File: config.mk
export PLATFORM = sky130hd
export DESIGN_NAME = uart_arbitrator_n
export DESIGN_NICKNAME = d
export VERILOG_FILES = /design/src/rtl/uart_arbitrator_n.sv
export SDC_FILE = /design/constraint.sdc
export NUM_CORES = 1
export LEC_CHECK = 0
export CAP_MARGIN = 10
export CELL_PAD_IN_SITES_DETAIL_PLACEMENT = 1
export CELL_PAD_IN_SITES_GLOBAL_PLACEMENT = 1
export CORE_ASPECT_RATIO = 1.4
export CORE_MARGIN = 10
export CORE_UTILIZATION = 50
export CTS_BUF_LIST = sky130_fd_sc_hd__clkbuf_4 sky130_fd_sc_hd__clkbuf_8
export DETAILED_ROUTE_END_ITERATION = 8
export MAX_ROUTING_LAYER = met4
export PLACE_DENSITY_LB_ADDON = 0.1
export SLEW_MARGIN = 10
export SYNTH_ARGS = -nofsm -noshare
export SYNTH_HDL_FRONTEND = slang
export SYNTH_SLANG_ARGS = --single-unit
File: constraint.sdc
create_clock -name clock -period 4.5 [get_ports clock]
set_clock_uncertainty 0.2 [all_clocks]
set_input_delay 0.9 -clock clock [delete_from_list [all_inputs] [get_ports clock]]
set_output_delay 0.9 -clock clock [all_outputs]
set_load 0.005 [all_outputs]
File: src/rtl/uart_arbitrator_n.sv
// uart_arbitrator_n
//   Bus-mapped UART: TX FIFO feeding a serial transmitter, a serial receiver
//   feeding an RX FIFO, sticky error flags and a level interrupt.
//
// Ports
//   clock        single clock, rising edge
//   reset        synchronous active-high reset
//   address      register select: 0 TXDATA, 1 RXDATA, 2 STATUS, 3 CONTROL
//   writedata    bus write data
//   readdata     registered bus read data (1-cycle latency, held between reads)
//   read, write  bus strobes, qualified by chip_select (write wins over read)
//   chip_select  bus access enable
//   rx           asynchronous serial input, idle high
//   tx           serial output, idle high
//   state        TX FSM state (IDLE 000, START 001, DATA 010, STOP 011)
//   irq          registered level interrupt
module uart_arbitrator_n #(
    parameter int unsigned DATA_BITS    = 8,
    parameter int unsigned FIFO_DEPTH   = 8,
    parameter int unsigned CLKS_PER_BIT = 434
) (
    input  logic        clock,
    input  logic        reset,
    input  logic [1:0]  address,
    input  logic [31:0] writedata,
    output logic [31:0] readdata,
    input  logic        read,
    input  logic        write,
    input  logic        chip_select,
    input  logic        rx,
    output logic        tx,
    output logic [2:0]  state,
    output logic        irq
);

    localparam int unsigned AW = $clog2(FIFO_DEPTH);
    localparam int unsigned CW = $clog2(CLKS_PER_BIT);
    localparam int unsigned BW = $clog2(DATA_BITS);

    localparam logic [AW:0]   CNT_ONE  = (AW+1)'(1);
    localparam logic [AW:0]   CNT_FULL = (AW+1)'(FIFO_DEPTH);
    localparam logic [AW-1:0] PTR_ONE  = AW'(1);
    localparam logic [CW-1:0] CLK_ONE  = CW'(1);
    localparam logic [CW-1:0] CLK_LAST = CW'(CLKS_PER_BIT - 1);
    localparam logic [CW-1:0] CLK_HALF = CW'(CLKS_PER_BIT / 2 - 1);
    localparam logic [BW-1:0] BIT_ONE  = BW'(1);
    localparam logic [BW-1:0] BIT_LAST = BW'(DATA_BITS - 1);

    typedef enum logic [2:0] {
        TX_IDLE  = 3'b000,
        TX_START = 3'b001,
        TX_DATA  = 3'b010,
        TX_STOP  = 3'b011
    } tx_state_t;

    typedef enum logic [1:0] {
        RX_IDLE,
        RX_START,
        RX_DATA,
        RX_STOP
    } rx_state_t;

    // ---------------- bus decode ----------------
    logic w_wr, w_rd, w_tx_wr, w_rx_rd, w_st_wr, w_ctl_wr;
    assign w_wr     = chip_select & write;
    assign w_rd     = chip_select & read & ~write;
    assign w_tx_wr  = w_wr && (address == 2'd0);
    assign w_st_wr  = w_wr && (address == 2'd2);
    assign w_ctl_wr = w_wr && (address == 2'd3);
    assign w_rx_rd  = w_rd && (address == 2'd1);

    // ---------------- TX FIFO ----------------
    logic [DATA_BITS-1:0] r_txf [FIFO_DEPTH];
    logic [AW-1:0]        r_txf_wp, r_txf_rp;
    logic [AW:0]          r_txf_cnt;
    logic                 w_tx_empty, w_tx_full, w_tx_push, w_tx_pop;
    logic [DATA_BITS-1:0] w_tx_head;

    assign w_tx_empty = (r_txf_cnt == '0);
    assign w_tx_full  = (r_txf_cnt == CNT_FULL);
    assign w_tx_head  = r_txf[r_txf_rp];
    // A full FIFO still accepts a write in the cycle the transmitter pops.
    assign w_tx_push  = w_tx_wr & (~w_tx_full | w_tx_pop);

    always_ff @(posedge clock) begin
        if (w_tx_push) r_txf[r_txf_wp] <= writedata[DATA_BITS-1:0];
    end

    always_ff @(posedge clock) begin
        if (reset) begin
            r_txf_wp  <= '0;
            r_txf_rp  <= '0;
            r_txf_cnt <= '0;
        end else begin
            if (w_tx_push) r_txf_wp <= r_txf_wp + PTR_ONE;
            if (w_tx_pop)  r_txf_rp <= r_txf_rp + PTR_ONE;
            case ({w_tx_push, w_tx_pop})
                2'b10:   r_txf_cnt <= r_txf_cnt + CNT_ONE;
                2'b01:   r_txf_cnt <= r_txf_cnt - CNT_ONE;
                default: r_txf_cnt <= r_txf_cnt;
            endcase
        end
    end

    // ---------------- TX FSM ----------------
    tx_state_t            r_tx_state, w_tx_state_nx;
    logic [CW-1:0]        r_tx_cnt, w_tx_cnt_nx;
    logic [BW-1:0]        r_tx_bit, w_tx_bit_nx;
    logic [DATA_BITS-1:0] r_tx_sh, w_tx_sh_nx;
    logic                 r_tx, w_tx_nx;

    always_comb begin
        w_tx_state_nx = r_tx_state;
        w_tx_cnt_nx   = r_tx_cnt + CLK_ONE;
        w_tx_bit_nx   = r_tx_bit;
        w_tx_sh_nx    = r_tx_sh;
        w_tx_pop      = 1'b0;
        case (r_tx_state)
            TX_IDLE: begin
                w_tx_cnt_nx = '0;
                if (!w_tx_empty) begin
                    w_tx_pop      = 1'b1;
                    w_tx_sh_nx    = w_tx_head;
                    w_tx_state_nx = TX_START;
                end
            end
            TX_START: begin
                if (r_tx_cnt == CLK_LAST) begin
                    w_tx_cnt_nx   = '0;
                    w_tx_bit_nx   = '0;
                    w_tx_state_nx = TX_DATA;
                end
            end
            TX_DATA: begin
                if (r_tx_cnt == CLK_LAST) begin
                    w_tx_cnt_nx = '0;
                    w_tx_sh_nx  = r_tx_sh >> 1;
                    if (r_tx_bit == BIT_LAST) w_tx_state_nx = TX_STOP;
                    else                      w_tx_bit_nx   = r_tx_bit + BIT_ONE;
                end
            end
            TX_STOP: begin
                if (r_tx_cnt == CLK_LAST) begin
                    w_tx_cnt_nx = '0;
                    // Chain straight into the next start bit when data is waiting.
                    if (!w_tx_empty) begin
                        w_tx_pop      = 1'b1;
                        w_tx_sh_nx    = w_tx_head;
                        w_tx_state_nx = TX_START;
                    end else begin
                        w_tx_state_nx = TX_IDLE;
                    end
                end
            end
            default: begin
                w_tx_cnt_nx   = '0;
                w_tx_state_nx = TX_IDLE;
            end
        endcase
        // tx is registered alongside the state so the pin never glitches.
        case (w_tx_state_nx)
            TX_START: w_tx_nx = 1'b0;
            TX_DATA:  w_tx_nx = w_tx_sh_nx[0];
            default:  w_tx_nx = 1'b1;
        endcase
    end

    always_ff @(posedge clock) begin
        if (reset) begin
            r_tx_state <= TX_IDLE;
            r_tx_cnt   <= '0;
            r_tx_bit   <= '0;
            r_tx_sh    <= '0;
            r_tx       <= 1'b1;
        end else begin
            r_tx_state <= w_tx_state_nx;
            r_tx_cnt   <= w_tx_cnt_nx;
            r_tx_bit   <= w_tx_bit_nx;
            r_tx_sh    <= w_tx_sh_nx;
            r_tx       <= w_tx_nx;
        end
    end

    // ---------------- RX front end ----------------
    logic [2:0] r_ctrl;
    logic       r_rx_meta, r_rx_sync, r_rx_prev, w_rx_in;

    assign w_rx_in = r_ctrl[2] ? r_tx : r_rx_sync;

    always_ff @(posedge clock) begin
        if (reset) begin
            r_rx_meta <= 1'b1;
            r_rx_sync <= 1'b1;
            r_rx_prev <= 1'b1;
        end else begin
            r_rx_meta <= rx;
            r_rx_sync <= r_rx_meta;
            r_rx_prev <= w_rx_in;
        end
    end

    // ---------------- RX FSM ----------------
    rx_state_t            r_rx_state, w_rx_state_nx;
    logic [CW-1:0]        r_rx_cnt, w_rx_cnt_nx;
    logic [BW-1:0]        r_rx_bit, w_rx_bit_nx;
    logic [DATA_BITS-1:0] r_rx_sh, w_rx_sh_nx;
    logic                 w_rx_push, w_ferr_set;

    always_comb begin
        w_rx_state_nx = r_rx_state;
        w_rx_cnt_nx   = r_rx_cnt + CLK_ONE;
        w_rx_bit_nx   = r_rx_bit;
        w_rx_sh_nx    = r_rx_sh;
        w_rx_push     = 1'b0;
        w_ferr_set    = 1'b0;
        case (r_rx_state)
            RX_IDLE: begin
                w_rx_cnt_nx = '0;
                if (r_rx_prev && !w_rx_in) w_rx_state_nx = RX_START;
            end
            RX_START: begin
                // Half a bit in: line back high means a glitch, not a start bit.
                if (r_rx_cnt == CLK_HALF) begin
                    w_rx_cnt_nx = '0;
                    w_rx_bit_nx = '0;
                    w_rx_state_nx = w_rx_in ? RX_IDLE : RX_DATA;
                end
            end
            RX_DATA: begin
                if (r_rx_cnt == CLK_LAST) begin
                    w_rx_cnt_nx = '0;
                    w_rx_sh_nx  = {w_rx_in, r_rx_sh[DATA_BITS-1:1]};
                    if (r_rx_bit == BIT_LAST) w_rx_state_nx = RX_STOP;
                    else                      w_rx_bit_nx   = r_rx_bit + BIT_ONE;
                end
            end
            RX_STOP: begin
                if (r_rx_cnt == CLK_LAST) begin
                    w_rx_cnt_nx   = '0;
                    w_rx_state_nx = RX_IDLE;
                    w_rx_push     = w_rx_in;
                    w_ferr_set    = ~w_rx_in;
                end
            end
            default: begin
                w_rx_cnt_nx   = '0;
                w_rx_state_nx = RX_IDLE;
            end
        endcase
    end

    always_ff @(posedge clock) begin
        if (reset) begin
            r_rx_state <= RX_IDLE;
            r_rx_cnt   <= '0;
            r_rx_bit   <= '0;
            r_rx_sh    <= '0;
        end else begin
            r_rx_state <= w_rx_state_nx;
            r_rx_cnt   <= w_rx_cnt_nx;
            r_rx_bit   <= w_rx_bit_nx;
            r_rx_sh    <= w_rx_sh_nx;
        end
    end

    // ---------------- RX FIFO ----------------
    logic [DATA_BITS-1:0] r_rxf [FIFO_DEPTH];
    logic [AW-1:0]        r_rxf_wp, r_rxf_rp;
    logic [AW:0]          r_rxf_cnt;
    logic                 w_rx_empty, w_rx_full, w_rx_pop, w_rx_put, w_ovr_set;

    assign w_rx_empty = (r_rxf_cnt == '0);
    assign w_rx_full  = (r_rxf_cnt == CNT_FULL);
    assign w_rx_pop   = w_rx_rd & ~w_rx_empty;
    // A bus pop in the same cycle makes room for the incoming character.
    assign w_rx_put   = w_rx_push & (~w_rx_full | w_rx_pop);
    assign w_ovr_set  = w_rx_push & w_rx_full & ~w_rx_pop;

    always_ff @(posedge clock) begin
        if (w_rx_put) r_rxf[r_rxf_wp] <= w_rx_sh_nx;
    end

    always_ff @(posedge clock) begin
        if (reset) begin
            r_rxf_wp  <= '0;
            r_rxf_rp  <= '0;
            r_rxf_cnt <= '0;
        end else begin
            if (w_rx_put) r_rxf_wp <= r_rxf_wp + PTR_ONE;
            if (w_rx_pop) r_rxf_rp <= r_rxf_rp + PTR_ONE;
            case ({w_rx_put, w_rx_pop})
                2'b10:   r_rxf_cnt <= r_rxf_cnt + CNT_ONE;
                2'b01:   r_rxf_cnt <= r_rxf_cnt - CNT_ONE;
                default: r_rxf_cnt <= r_rxf_cnt;
            endcase
        end
    end

    // ---------------- registers, read path, interrupt ----------------
    logic        r_overrun, r_ferr, r_irq;
    logic [31:0] r_readdata, w_status, w_rd_data;

    assign w_status = {25'b0, (r_tx_state != TX_IDLE), r_ferr, r_overrun,
                       w_rx_full, ~w_rx_empty, w_tx_empty, w_tx_full};

    always_comb begin
        w_rd_data = '0;
        case (address)
            2'd1:    if (!w_rx_empty) w_rd_data = 32'(r_rxf[r_rxf_rp]);
            2'd2:    w_rd_data = w_status;
            2'd3:    w_rd_data = {29'b0, r_ctrl};
            default: w_rd_data = '0;
        endcase
    end

    always_ff @(posedge clock) begin
        if (reset) begin
            r_readdata <= '0;
            r_ctrl     <= '0;
            r_overrun  <= 1'b0;
            r_ferr     <= 1'b0;
            r_irq      <= 1'b0;
        end else begin
            if (w_rd)     r_readdata <= w_rd_data;
            if (w_ctl_wr) r_ctrl     <= writedata[2:0];
            // A new error event wins over a same-cycle clear.
            if (w_ovr_set)                    r_overrun <= 1'b1;
            else if (w_st_wr && writedata[4]) r_overrun <= 1'b0;
            if (w_ferr_set)                   r_ferr    <= 1'b1;
            else if (w_st_wr && writedata[5]) r_ferr    <= 1'b0;
            r_irq <= (r_ctrl[0] & ~w_rx_empty)
                   | (r_ctrl[1] & w_tx_empty & (r_tx_state == TX_IDLE));
        end
    end

    assign readdata = r_readdata;
    assign tx       = r_tx;
    assign state    = r_tx_state;
    assign irq      = r_irq;

endmodule

==> reports/metrics.csv, run 1 <==
stage,metric,value,unit
synth,"top cells by area, synth","edfxtp_1, dfxtp_1, mux4_2, nor2_1, mux2i_1",
floorplanning,starting density of the core,50.9,%
cts,"Setup Fix Bufs, Post-CTS",0,
synth,asr flop ratio synth,0,%
global_route,largest net degree at the start of global routing,47,
finish,number of fill cells in the layout,1823,
finish,Final Net Count,805,
cts,CTS buffer count,35,
power_and_ir_drop,Cell Int Power,3.31,mW
sta,setup ws final,0.887,ns
sta,achievable frequency,0.277,GHz
power_and_ir_drop,Leak,3.63,nW
critical_path,R2R Path End,r_rxf_cnt[3],
critical_path,Crit Path Class,in -> reg,
cts,Post-CTS Resized,0,
detailed_routing,WL final,20.6,mm
run,Max Cap Viol,0,
power_and_ir_drop,combinational fraction of design power,10.4,%
synth,synthesized cell area,9170,um^2
detailed_routing,wire per inst,20.3,um
place,Post-DP HPWL,14.0,mm
global_route,initial antenna violation count,0,
critical_path,Critical Path Start,write,
detailed_routing,DR iter-0 viols,255,
floorplanning,die area,24200,um^2
critical_path,CP max FO,9,
cts,clock root buffer,clkbuf_8,
synth,Seq cells post-synth,217,
synth,syn_area_per_cell,13.5,um^2
synth,Yosys top cell area share,41.9,%
status,status,completed,
sta,"Hold Vio Cnt, Final",0,
power_and_ir_drop,sw power,1.06,mW
cts,hold_buf cts,0,
sta,worst slew pin tran,1.12,ns
floorplanning,Core Box Area,18000,um^2
detailed_routing,Via density,5.46,
hold_path,Hold Path Stages,1,
sta,RSZ-0062 raised after global routing,no,
critical_path,Startpoint Class,input pin,
floorplanning,die width,134,um
place,"worst slack, placed",0.335,ns
finish,share of cells above drive strength 1,19.3,%
hold_path,hold path startpoint,r_rx_meta,
critical_path,CP peak stage delay,0.42,ns
critical_path,r2r setup slk,1.02,ns
power_and_ir_drop,Power Dens Cells,418,nW/um^2
cts,worst-skew pair later-pin latency,0.51,ns
critical_path,reg-to-reg startpoint,r_rx_cnt[0],
finish,area of the multi-input gates,3290,um^2
detailed_routing,vias,5522,
synth,number of distinct library cells after synthesis,65,
sta,# setup viols final,0,
sta,Final Max Slew Viols,0,
synth,Synthesis Warnings,0,
finish,n_diodes,0,
global_route,grt ovf,0,
cts,clk buf depth,3,
cts,# clock sinks,217,
power_and_ir_drop,share of total power in sequential cells,50.9,%
detailed_routing,DRC,0,
place,gp weighted congestion,0.782,
critical_path,R2R cell count,13,
hold_path,Hold Path Class,reg -> reg,
cts,Worst-path clk slew,0.06,ns
critical_path,CP Depth,12,
floorplanning,I/O pins,77,
critical_path,Worst EP required,4.72,ns
power_and_ir_drop,Peak supply drop,275,uV
hold_path,Min-Delay Endpoint,r_rx_sync,
floorplanning,chip height,180,um
finish,Reg area,5630,um^2
detailed_routing,Detailed Routing Iterations Pass 1,5,
critical_path,CP max-delay cell,clkdlybuf4s50_1,
place,Port Buffers,28,
power_and_ir_drop,clock power share,38.7,%
cts,TritonCTS clock tree,yes,
critical_path,worst path buffer plus inverter count,2,
sta,clock period minus worst slack,3.61,ns
sta,setup_tns,0,ns
power_and_ir_drop,switching share of power,24.2,%
critical_path,CP top delay family,simple AND/OR/NAND/NOR gates,
critical_path,"Data arrival, critical path",3.83,ns
critical_path,crit end category,flip-flop,
synth,cell accounting for the most synthesized area,edfxtp_1,
synth,dominant synthesized flop cell,edfxtp_1,
sta,period utilisation layout,80.3,%
sta,relative slew slack,25.5,%
critical_path,crit path cell chain,"clkdlybuf4s50_1, nand3b_1, o211a_1, nor4_2, inv_2, ha_1, ha_1, a21o_1, a21oi_1, xnor2_1, or3_1, a21oi_1",
synth,post-synthesis sequential area ratio,61.4,%
floorplanning,row cnt,58,
synth,Synth Instances,681,
global_route,vias in the first global route,6115,
synth,number of synthesized flops with an enable pin,128,
cts,Max H-tree Level,2,
finish,Layout area overhead,14.0,%
detailed_routing,Routed Antenna Nets,0,
global_route,first-pass GRT wire length,33.3,mm
global_route,Tot GR Track Use,17.8,%
-- worst max-delay path by stage --
stage                     slack, ns            to
after floorplan                0.94  r_rxf_cnt[3]
after global placement         0.45  r_rxf_cnt[3]
after detailed placement       0.34  r_rxf_cnt[3]
after CTS                      0.86  r_rxf_cnt[3]
after global routing           0.72  r_rxf_cnt[3]
final                          0.89  r_rxf_cnt[3]
-- cell families after synthesis --
group | count (synthesis) | share of synthesized area, %
flops | 217 | 61.4
simple gates | 212 | 12.0
mux | 71 | 12.5
compound gates | 67 | 5.02
buf+inv | 67 | 3.78
xor+xnor | 26 | 2.48
fa+ha+maj | 20 | 2.89
other cells | 1 | 0.0409
-- stage by stage --
stage	area [um^2]	hold WS, ns	power (mW)	std cells	utilization [%]
floorplan	9260	0.189	2.59	705	-
global route	10400	0.242	4.56	1011	58.1
global placement	9740	0.210	2.70	948	54.1
CTS	10400	0.218	4.43	1011	58.1
detailed placement	9740	0.210	2.72	948	54.1
finish	10400	0.211	4.37	1011	58.1
-- worst register-to-register path: stages (launching register included) --
cell and delay [ns]:
dfxtp_1 0.39, ha_1 0.16, nor4bb_1 0.35, nand4_1 0.16, buf_4 0.18, nor4_2 0.30
inv_2 0.18, ha_1 0.27, ha_1 0.28, a21o_1 0.18, a21oi_1 0.19, xnor2_1 0.10
or3_1 0.30, a21oi_1 0.14
-- final cells by class --
cell class | count | share of cell area (%)
clock buffers | 57 | 6.49
clock inverters | 6 | 0.251
inverters | 16 | 0.575
multi-input cells | 421 | 31.5
flip-flops and latches | 217 | 53.8
well taps | 240 | 2.87
repair buffers | 54 | 4.50
-- synth_stat cells (3+ instances only) --
master,count
edfxtp_1,128
xnor2_1,14
a211oi_1,3
nand2_1,32
mux2_2,13
xor2_1,12
nor3_1,14
dfxtp_1,89
buf_4,24
and2_1,4
a31oi_1,3
clkbuf_1,21
a22oi_1,3
nor4_1,4
mux2i_1,23
nand3b_1,4
inv_1,15
nor2b_1,13
nand3_1,15
a221o_1,6
nor2_1,77
nor3b_1,3
nand2b_1,7
or3_1,5
or2_2,4
o211ai_1,3
mux4_2,32
mux2_4,3
buf_2,4
ha_1,18
nand4_1,8
nor4b_1,4
a21oi_1,18
a21o_1,4
o21ai_0,13
-- placed cells by master, fill, tap and decap left out, drive strengths merged, types with 6 or more instances in the layout --
cell type / count
nand2b: 7
ha: 18
nor3: 15
nor2b: 13
nor2: 78
clkbuf: 57
xnor2: 14
mux2: 16
xor2: 12
nor4: 6
dfxtp: 89
conb: 25
a221o: 6
mux2i: 23
nand4: 8
a21oi: 19
edfxtp: 128
nand3: 15
nand2: 33
inv: 16
o21ai: 14
buf: 27
mux4: 32
clkinv: 6
clkdlybuf4s50: 27
-- layer usage --
metal	track usage (%)	share of wire, %	vias up
met5	-	0	-
met4	5.63	2.7	0
met3	3.57	4.0	42
met2	32.1	55	102
met1	18.8	38	2765
li1	-	-	2613
-- flip-flops by register name (all words and copies together), names as in the netlist, 3 cells and up, named ones only --
signal	count
r_rxf	64
r_txf	64
r_rx_cnt	9
r_tx_cnt	9
r_rx_sh	8
r_tx_sh	8
readdata	8
r_rxf_cnt	4
r_txf_cnt	4
r_ctrl	3
r_rx_bit	3
r_rxf_rp	3
r_rxf_wp	3
r_tx_bit	3
r_txf_rp	3
r_txf_wp	3
state	3
-- power by group through the flow --
stage               clock network [mW]  registers (mW)  logic [mW]
floorplan                            0            2.21       0.385
global placement                     0            2.26       0.434
detailed placement                   0            2.27       0.455
CTS                               1.74            2.23       0.460
global route                      1.83            2.23       0.494
finish                            1.69            2.22       0.454
No activity file was read; power rests on OpenSTA's default activity.
==> run 2, diff against run 1 <==
--- a/config.mk
+++ b/config.mk
@@ -10,7 +10,7 @@
 export CELL_PAD_IN_SITES_GLOBAL_PLACEMENT = 1
 export CORE_ASPECT_RATIO = 1.4
 export CORE_MARGIN = 10
-export CORE_UTILIZATION = 50
+export CORE_UTILIZATION = 45
 export CTS_BUF_LIST = sky130_fd_sc_hd__clkbuf_4 sky130_fd_sc_hd__clkbuf_8
 export DETAILED_ROUTE_END_ITERATION = 8
 export MAX_ROUTING_LAYER = met4
==> constraint.sdc (replaced) <==
create_clock -name clock -period 3 [get_ports clock]
set_clock_uncertainty 0.2 [all_clocks]
set_input_delay 0.6 -clock clock [delete_from_list [all_inputs] [get_ports clock]]
set_output_delay 0.6 -clock clock [all_outputs]
set_load 0.005 [all_outputs]
==> run 2 against run 1 <==
Effect of this change: total power is 48% higher; clock-buffer cell count is 9 lower; largest power group unchanged; via count is 2.7% higher; register-to-register slack worse by 0.91 ns; non-clock buffer count is 30 higher; first-iteration DRC count is 21% higher; critical path type is now reg -> reg; clock power is 44% higher.
==> reports/metrics.csv, run 2 (same netlist as run 1, synthesis figures left out) <==
stage,metric,value,unit,change
global_route,initial antenna violation count,0,,unchanged
floorplanning,starting density of the core,45.9,%,-5.1 points
cts,Worst-path clk slew,0.06,ns,about the same
critical_path,crit end category,flip-flop,,
place,"worst slack, placed",-0.393,ns,-0.729 ns
floorplanning,row cnt,61,,+5.2%
critical_path,Startpoint Class,flip-flop,,
floorplanning,die width,141,um,+4.6%
detailed_routing,Detailed Routing Iterations Pass 1,4,,-1
power_and_ir_drop,Power Dens Cells,603,nW/um^2,+44%
power_and_ir_drop,Leak,3.77,nW,+3.6%
detailed_routing,vias,5671,,+2.7%
global_route,vias in the first global route,6327,,+3.5%
detailed_routing,WL final,21.3,mm,+3.4%
finish,Layout area overhead,17.3,%,
sta,relative slew slack,40.4,%,+15 points
floorplanning,chip height,189,um,+4.8%
critical_path,R2R cell count,14,,+1
sta,period utilisation layout,96.2,%,
critical_path,"Data arrival, critical path",3.14,ns,-0.69 ns
global_route,first-pass GRT wire length,34.3,mm,+3.2%
cts,# clock sinks,217,,unchanged
finish,most frequent cells in the layout,"edfxtp_1, dfxtp_1, nor2_1, buf_4, clkbuf_8",,
hold_path,Hold Path Class,reg -> reg,,
sta,worst slew pin tran,0.888,ns,-0.228 ns
place,gp weighted congestion,0.803,,+2.6%
place,Post-DP HPWL,15.1,mm,+7.2%
finish,Finished Core Util,53.8,%,-4.3 points
cts,clk buf depth,3,,unchanged
critical_path,Worst EP required,3.25,ns,-1.47 ns
global_route,largest net degree at the start of global routing,39,,-17%
floorplanning,die area,26600,um^2,+9.6%
sta,clock period minus worst slack,2.89,ns,
critical_path,r2r setup slk,0.11,ns,-0.91 ns
finish,top flop regs,"r_rxf (64), r_txf (64)",,
floorplanning,Core Box Area,20000,um^2,+11%
detailed_routing,Via density,5.40,,-1.2%
detailed_routing,DR iter-0 viols,309,,+21%
finish,n_diodes,0,,unchanged
sta,Final Max Slew Viols,0,,unchanged
power_and_ir_drop,Peak supply drop,408,uV,+49%
global_route,grt ovf,0,,unchanged
sta,achievable frequency,0.346,GHz,
critical_path,Crit Path Class,reg -> reg,,
critical_path,end point of the critical path,r_rxf_cnt[3],,
floorplanning,I/O pins,77,,unchanged
critical_path,R2R Path End,r_rxf_cnt[3],,
critical_path,reg-to-reg startpoint,r_rx_cnt[1],,
cts,Max H-tree Level,2,,unchanged
cts,CTS buffer count,35,,unchanged
critical_path,CP max FO,4,,-5
run,Max Cap Viol,0,,unchanged
cts,clock root buffer,clkbuf_8,,
sta,"Hold Vio Cnt, Final",0,,unchanged
finish,share of cells above drive strength 1,23.0,%,+3.7 points
place,Port Buffers,28,,unchanged
finish,Final Net Count,835,,+3.7%
sta,RSZ-0062 raised after global routing,yes,,
detailed_routing,Routed Antenna Nets,0,,unchanged
cts,worst-skew pair later-pin latency,0.53,ns,+0.02 ns
status,status,completed,,
critical_path,Critical Path Start,r_rx_cnt[1],,
detailed_routing,DRC,0,,unchanged
finish,"commonest non-fill, non-tap cell in the layout",edfxtp_1,,
cts,hold_buf cts,0,,unchanged
global_route,Tot GR Track Use,16.6,%,-1.2 points
detailed_routing,wire per inst,20.2,um,-0.49%
cts,TritonCTS clock tree,yes,,
sta,setup ws final,0.114,ns,-0.773 ns
sta,# setup viols final,0,,unchanged
==> run 2: critical path, cell delays in order (launching register included) <==
cell and delay [ns]:
dfxtp_2 0.32, inv_2 0.07, ha_4 0.12, nor4bb_4 0.21, nand4_1 0.14, buf_6 0.16
nor4_4 0.24, inv_2 0.09, ha_4 0.18, buf_4 0.14, ha_4 0.28, a21oi_4 0.05
xnor2_1 0.13, or3_1 0.36, a21oi_2 0.11
==> run 2: cell type report <==
cell class,count,area (um^2)
clock inverter,13,63.8
multi-input combinational,421,3390
clock buffer,48,598
tap,252,315
sequential,217,5630
fill,2011,9250
timing repair buffer,84,699
inverter,16,60.1
==> run 2: power by group <==
group          switching (mW)  internal [mW]  total [mW]
clock network            1.15           1.30        2.44
logic                   0.402          0.357       0.759
registers              0.0735           3.21        3.28
==> run 2: per-stage QoR <==
stage	hold slack (ns)	TNS (ns)	instance area [um^2]	std cells	total power [mW]
after floorplan	0.189	-0.0134	9280	705	3.89
after global placement	0.195	-0.548	9980	986	4.09
after detailed placement	0.202	-0.749	9980	986	4.12
after CTS	0.195	0	10700	1050	6.56
after global routing	0.209	-0.128	10800	1051	6.79
final	0.195	0	10800	1051	6.48
==> run 2: timing repair <==
item / CTS / global route
pin swaps: 1 / 7
setup buffers: 3 / 1
endpoints found under the hold margin: 0 / 0
setup endpoints to repair: 2 / 2
gates resized for setup: 3 / 11
==> run 2: how the worst min path moves through the flow <==
stage               from         to  slack, ns  cells past startpoint
6_report       r_rx_meta  r_rx_sync       0.20                      1
3_5_place_dp   r_rx_meta  r_rx_sync       0.20                      1
3_3_place_gp   r_rx_meta  r_rx_sync       0.19                      1
2_1_floorplan  r_rx_meta  r_rx_sync       0.19                      1
4_1_cts        r_rx_meta  r_rx_sync       0.19                      1
5_1_grt        r_rx_meta  r_rx_sync       0.21                      1
==> run 2: routing by layer <==
layer | share of wire [%] | wire length [um] | vias to the layer above | track usage [%]
met4 | 2.9 | 622 | 0 | 6.61
met5 | 0 | 0 | - | -
met1 | 38 | 8020 | 2878 | 16.7
li1 | - | - | 2665 | -
met2 | 56 | 12000 | 86 | 30.9
met3 | 3.2 | 674 | 42 | 2.80
